$ cat src/rtl/mips_pipe_pkg.sv
// -----------------------------------------------------------------------------
// mips_pipe_pkg
// Shared definitions for the 5-stage MIPS pipeline control blocks:
//   - opcode constants for the instructions the hazard logic must classify
//   - ID-stage stall FSM state encoding
//   - register-index type and a source-match helper
// -----------------------------------------------------------------------------
package mips_pipe_pkg;

    localparam logic [5:0] RTYPE_OP = 6'b000000;
    localparam logic [5:0] BEQ_OP   = 6'b000100;
    localparam logic [5:0] BNE_OP   = 6'b000101;
    localparam logic [5:0] SW_OP    = 6'b101011;
    localparam logic [5:0] LW_OP    = 6'b100011;

    typedef enum logic {
        RUN  = 1'b0,
        HOLD = 1'b1
    } state_e;

    typedef logic [4:0] reg_idx_t;

    // A producer's destination matches the ID instruction only when it is a
    // real register ($0 is hard-wired) and equals rs, or rt when rt is read.
    function automatic logic src_match(
        input reg_idx_t dest,
        input reg_idx_t rs,
        input reg_idx_t rt,
        input logic     uses_rt
    );
        return (dest != '0) && ((dest == rs) || (uses_rt && (dest == rt)));
    endfunction

endpackage

$ cat src/rtl/decode_hazard_stall_unit_sat_counter.sv
// -----------------------------------------------------------------------------
// sat_counter
// Saturating up-counter used for pipeline statistics.
// Ports:
//   clk     in   1  rising-edge clock
//   resetN  in   1  asynchronous active-low reset, clears the count
//   inc     in   1  add one on this edge
//   count   out  W  current count, holds at all-ones instead of wrapping
// -----------------------------------------------------------------------------
module sat_counter #(
    parameter int W = 16
) (
    input  logic         clk,
    input  logic         resetN,
    input  logic         inc,
    output logic [W-1:0] count
);

    logic [W-1:0] count_q;
    logic [W-1:0] count_d;

    always_comb begin
        count_d = count_q;
        if (inc && (count_q != '1)) begin
            count_d = count_q + 1'b1;
        end
    end

    // NOTE: state registers use non-blocking assignments so every flop samples
    // the pre-edge values of its neighbours, independent of block ordering.
    always_ff @(posedge clk or negedge resetN) begin
        if (!resetN) begin
            count_q <= '0;
        end else begin
            count_q <= count_d;
        end
    end

    assign count = count_q;

endmodule

$ cat src/rtl/decode_hazard_stall_unit.sv
// -----------------------------------------------------------------------------
// decode_hazard_stall_unit
// ID-stage stall/flush controller. Holds PC and IF/ID and bubbles ID/EX until
// the decode forwarding mux can supply beq/bne operands or a load-use
// dependency clears. Flushes IF/ID on the edge a taken branch redirects PC.
// Ports:
//   clk, resetN                 clock, async active-low reset
//   IDrs, IDrt, IDopcode        fields of the instruction in IF/ID
//   IDEXregwrite/memread/WriteReg   producer in EX
//   EXMEregwrite/memtoreg/WriteReg  producer in MEM
//   branchTaken                 qualified ID branch comparator result
//   pcWrite, IFIDWrite          load enables (low while stalling)
//   IDEXBubble                  zero ID/EX control fields (high while stalling)
//   IFIDFlush                   clear IF/ID on the next edge
//   stallCycles, flushCount     saturating statistics counters
// -----------------------------------------------------------------------------
module decode_hazard_stall_unit
    import mips_pipe_pkg::*;
#(
    parameter int CNT_W = 16
) (
    input  logic             clk,
    input  logic             resetN,
    input  logic [4:0]       IDrs,
    input  logic [4:0]       IDrt,
    input  logic [5:0]       IDopcode,
    input  logic             IDEXregwrite,
    input  logic             IDEXmemread,
    input  logic [4:0]       IDEXWriteReg,
    input  logic             EXMEregwrite,
    input  logic             EXMEmemtoreg,
    input  logic [4:0]       EXMEWriteReg,
    input  logic             branchTaken,
    output logic             pcWrite,
    output logic             IFIDWrite,
    output logic             IDEXBubble,
    output logic             IFIDFlush,
    output logic [CNT_W-1:0] stallCycles,
    output logic [CNT_W-1:0] flushCount
);

    state_e     state_q, state_d;
    logic [1:0] remain_q, remain_d;

    logic       uses_rt;
    logic       is_br;
    logic       idex_hit;
    logic       exme_hit;
    logic [1:0] need_n;
    logic       stall;

    // Hazard detection: how many stall cycles the ID instruction needs before
    // its operands are available (to the branch comparator or to EX).
    // NOTE: every signal assigned in an always_comb gets a default first, so no
    // path leaves it unassigned and no latch is inferred.
    always_comb begin
        uses_rt  = (IDopcode == RTYPE_OP) || (IDopcode == BEQ_OP) ||
                   (IDopcode == BNE_OP)   || (IDopcode == SW_OP);
        is_br    = (IDopcode == BEQ_OP) || (IDopcode == BNE_OP);
        idex_hit = src_match(IDEXWriteReg, IDrs, IDrt, uses_rt);
        exme_hit = src_match(EXMEWriteReg, IDrs, IDrt, uses_rt);
        need_n   = 2'd0;

        if (is_br) begin
            // Branches compare in ID, so an EX result (ALU) or MEM load data
            // is one edge late; a load still in EX is two edges late.
            if (IDEXmemread && idex_hit) begin
                need_n = 2'd2;
            end else if ((IDEXregwrite && idex_hit) ||
                         (EXMEregwrite && EXMEmemtoreg && exme_hit)) begin
                need_n = 2'd1;
            end
        end else if (IDEXmemread && idex_hit) begin
            need_n = 2'd1;
        end
    end

    // Stall FSM: RUN re-evaluates each cycle; HOLD covers the second cycle of a
    // load-to-branch stall and ignores whatever hazards appear meanwhile.
    always_comb begin
        state_d  = state_q;
        remain_d = remain_q;
        stall    = 1'b0;

        unique case (state_q)
            RUN: begin
                stall = (need_n != 2'd0);
                if (need_n == 2'd2) begin
                    state_d  = HOLD;
                    remain_d = 2'd1;
                end
            end
            HOLD: begin
                stall = 1'b1;
                if (remain_q <= 2'd1) begin
                    state_d  = RUN;
                    remain_d = 2'd0;
                end else begin
                    remain_d = remain_q - 2'd1;
                end
            end
            default: begin
                state_d  = RUN;
                remain_d = 2'd0;
            end
        endcase
    end

    always_ff @(posedge clk or negedge resetN) begin
        if (!resetN) begin
            state_q  <= RUN;
            remain_q <= 2'd0;
        end else begin
            state_q  <= state_d;
            remain_q <= remain_d;
        end
    end

    assign pcWrite    = ~stall;
    assign IFIDWrite  = ~stall;
    assign IDEXBubble = stall;
    // A branch that is still waiting for operands has not resolved, so the
    // stall takes priority over the redirect flush.
    assign IFIDFlush  = branchTaken & ~stall;

    sat_counter #(.W(CNT_W)) u_stall_cnt (
        .clk    (clk),
        .resetN (resetN),
        .inc    (stall),
        .count  (stallCycles)
    );

    sat_counter #(.W(CNT_W)) u_flush_cnt (
        .clk    (clk),
        .resetN (resetN),
        .inc    (IFIDFlush),
        .count  (flushCount)
    );

endmodule
$ cat config.mk
export PLATFORM = sky130hd
export DESIGN_NAME = decode_hazard_stall_unit
export DESIGN_NICKNAME = d
export VERILOG_FILES = /design/src/rtl/mips_pipe_pkg.sv /design/src/rtl/decode_hazard_stall_unit_sat_counter.sv /design/src/rtl/decode_hazard_stall_unit.sv
export SDC_FILE = /design/constraint.sdc
export NUM_CORES = 1
export LEC_CHECK = 0
export CORE_ASPECT_RATIO = 1.5
export CORE_MARGIN = 3
export CORE_UTILIZATION = 46
export DETAILED_ROUTE_END_ITERATION = 8
export HOLD_SLACK_MARGIN = 0.12
export PLACE_DENSITY = 0.82
export SETUP_SLACK_MARGIN = 0.05
export SYNTH_ARGS = -nofsm -noshare
export SYNTH_HDL_FRONTEND = slang
export SYNTH_SLANG_ARGS = --single-unit
export TNS_END_PERCENT = 1
$ cat constraint.sdc
create_clock -name clk -period 3.2 [get_ports clk]
set_input_delay 0.48 -clock clk [delete_from_list [all_inputs] [get_ports clk]]
set_output_delay 0.48 -clock clk [all_outputs]
set_load 0.02 [all_outputs]
==> flow_metrics.env <==
export IMPL_status="completed"
export IMPL_grt_pass1_wl_um=9094
export IMPL_finClkSkew_ps=6.764
export IMPL_area_growth_pct=47.45
export IMPL_slew_headroom_pct=46.17
export IMPL_holdCritPathClass="reg2reg"
export IMPL_period_minus_slack_ps=3062
export IMPL_crit_path_max_incr_delay_ps=460
export IMPL_root_buffer="clkbuf_8"
export IMPL_vias_per_cell=5.404
export IMPL_seq_power_share_pct=39.0
export IMPL_ys_warn_count=0
export IMPL_vdd_ir_drop_max_mv=0.6040
export IMPL_maxCapViolCount=0
export IMPL_slew_violations=0
export IMPL_ys_types=44
export IMPL_finalCritPeriodShare_pct=95.68
export IMPL_crit_path_start_kind="input port"
export IMPL_slowest_stage="clkdlybuf4s50_1"
export IMPL_layout_common_cells="60 x clkdlybuf4s50_1, 35 x dfrtp_1, 30 x xnor2_1, 26 x buf_4, 20 x xor2_1"
export IMPL_row_count=29
export IMPL_internal_power_mw=1.101
export IMPL_ant_nets=0
export IMPL_drc=0
export IMPL_grt_remaining_overflow=0
export IMPL_netlist_area_um2=2160
export IMPL_core_um2=4390
export IMPL_comb_power_share_pct=44.2
export IMPL_start_util_pct=49.19
export IMPL_setup_tns_ps=0
export IMPL_path_clk_slew_ps=60
export IMPL_postCtsHoldBufs=0
export IMPL_syn_inst=211
export IMPL_clock_sinks=35
export IMPL_diodes=0
export IMPL_grtUsageTotal_pct=21.12
export IMPL_max_clock_freq_mhz=326.6
export IMPL_ys_flop_type="dfrtp_1"
export IMPL_async_flop_share_pct=100.0
export IMPL_power_density_nw_per_um2=567.4
export IMPL_rsz0062_at_grt="no"
export IMPL_antenna_found_initial=0
export IMPL_placed_cells=356
export IMPL_setup_violations=0
export IMPL_end_kind="output port"
export IMPL_clock_latency_ps=280
export IMPL_wirelength_um=5645
export IMPL_cp_max_fo=3
export IMPL_drive_above_1_share_pct=18.42
export IMPL_yosysSeqAreaShare_pct=40.56
export IMPL_fin_cells=366
export IMPL_chipHeight_um=89.92
export IMPL_syn_area_per_cell_um2=10.23
export IMPL_stdcell_area_um2=3184
export IMPL_htreeDepth=2
export IMPL_hpwl_um=4104
export IMPL_placed_area_um2=3037
export IMPL_numCtsBuffers=5
export IMPL_leakage_nw=1.253
export IMPL_dieArea_um2=5570
export IMPL_synth_edff_count=0
export IMPL_power_switching_mw=0.7054
export IMPL_grt_start_max_net_pins=36
export IMPL_cts_tree="done"
export IMPL_pin_count=69
export IMPL_cp_data_arrival_time_ps=2580
export IMPL_p_clk_share_pct=16.9
export IMPL_nets=338
export IMPL_worst_path_buf_inv=2
export IMPL_critical_path_top_delay_family="simple AND/OR/NAND/NOR gates"
export IMPL_num_vias=1978
export IMPL_layout_commonest_cell="clkdlybuf4s50_1"
export IMPL_path_cells="clkdlybuf4s50_1, nor2b_4, mux2_4, nor4_4, a31oi_1, a2111o_1, and3_4, buf_4"
export IMPL_grt_pass1_vias=2068
export IMPL_die_w_um=61.95
export IMPL_globalplace_congestion=0.8197
export IMPL_clock_path_buffers=2
export IMPL_cp_required_ps=2720
export IMPL_switching_share_pct=39.05
export IMPL_post_drt_wl_per_cell_um=15.42
export IMPL_synth_fp_nets=246
export IMPL_place_port_buffers=68
export IMPL_worst_hold_slack_ps=492.3
export IMPL_tightest_slew_ps=800.6
export IMPL_drt_initial_drc_count=55
export IMPL_ys_seq_elements=35
export IMPL_firstDrtPassIters=4
export IMPL_final_hold_viol_count=0
export IMPL_path_class="in2out"
-- synth_stat cells, types with 6 or more instances --
cell / number / area, µm²
inv_1: 7 / 26.28
and3_1: 7 / 43.79
nand3_1: 15 / 75.07
xor2_1: 20 / 175.2
nor2_1: 7 / 26.28
a211oi_2: 7 / 87.58
nand4_1: 11 / 68.82
dfrtp_1: 35 / 875.8
nor3_1: 6 / 30.03
nand2_1: 14 / 52.55
xnor2_1: 30 / 262.8
-- worst paths after layout --
kind	from	end	slack, ps	cells after the start
worst max-delay path	IDopcode[0]	IFIDFlush	140	8
worst min-delay path	u_flush_cnt.count[10]	u_flush_cnt.count[10]	490	1
worst max register to register	u_flush_cnt.count[3]	u_flush_cnt.count[1]	760	6
worst min register to register	u_flush_cnt.count[10]	u_flush_cnt.count[10]	490	1
max in group asynchronous	resetN	u_flush_cnt.count[1]	2290	2
min in group asynchronous	resetN	u_flush_cnt.count[12]	600	2
-- power groups by stage --
stage / sequential, mW / combinational, mW / clock (mW)
after floorplan: 0.812 / 0.304 / 0
after global placement: 0.702 / 0.779 / 0
after detailed placement: 0.708 / 0.791 / 0
after CTS: 0.703 / 0.798 / 0.319
after global routing: 0.730 / 0.873 / 0.332
final: 0.704 / 0.798 / 0.305
-- worst register-to-register path, stage by stage (launching register included) --
cell,delay [ps]
dfrtp_1,420
and3_1,230
and3_1,270
nand2_1,120
o31ai_1,710
nand3b_1,230
mux2_1,330
-- flip-flops by register name, summed over array words and instances, names as in the netlist --
name	flops
state_q	1
remain_q	2
u_flush_cnt.count	16
u_stall_cnt.count	16
-- metal layers --
metal	vias up	global-route usage, %	routed length [µm]
met3	8	4.585	367
met4	0	9.381	117
li1	943	-	-
met5	-	0	0
met2	77	35.38	2937
met1	950	24.43	2222
-- per-stage QoR --
step / utilization (%) / total power [mW] / worst slack, ps
2_1_floorplan: - / 1.116 / 53.09
4_1_cts: 71.16 / 1.820 / 60.25
6_report: 72.53 / 1.807 / 138.2
3_3_place_gp: 69.16 / 1.480 / -421.6
3_5_place_dp: 69.16 / 1.499 / -459.6
5_1_grt: 72.53 / 1.935 / 47.88
-- layout make-up --
class	instances	area, µm²
Clock buffer	7	76.32
Timing Repair Buffer	92	855.8
Inverter	8	30.03
Sequential cell	35	875.8
Fill cell	323	1206
Tap cell	62	77.57
Multi-Input combinational cell	161	1264
Clock inverter	1	5.005
-- kinds of logic after synthesis --
group / share of synthesized area [%]
flip-flops: 40.56
AND/OR/NAND/NOR: 21.32
buffers and inverters: 3.534
adder cells (fa/ha/maj): 1.159
multiplexers: 1.564
XOR/XNOR: 20.28
AO/OA/AOI/OAI: 11.59
-- what timing repair did --
| action | 4_1_cts | 5_1_grt |
|---|---|---|
| gates resized for setup | 22 | 11 |
| gates cloned | 0 | 0 |
| buffers inserted | 1 | 1 |
| pin swaps | 3 | 6 |
| endpoints found under the setup margin | 4 | 4 |
No activity file was read; power rests on OpenSTA's default activity.
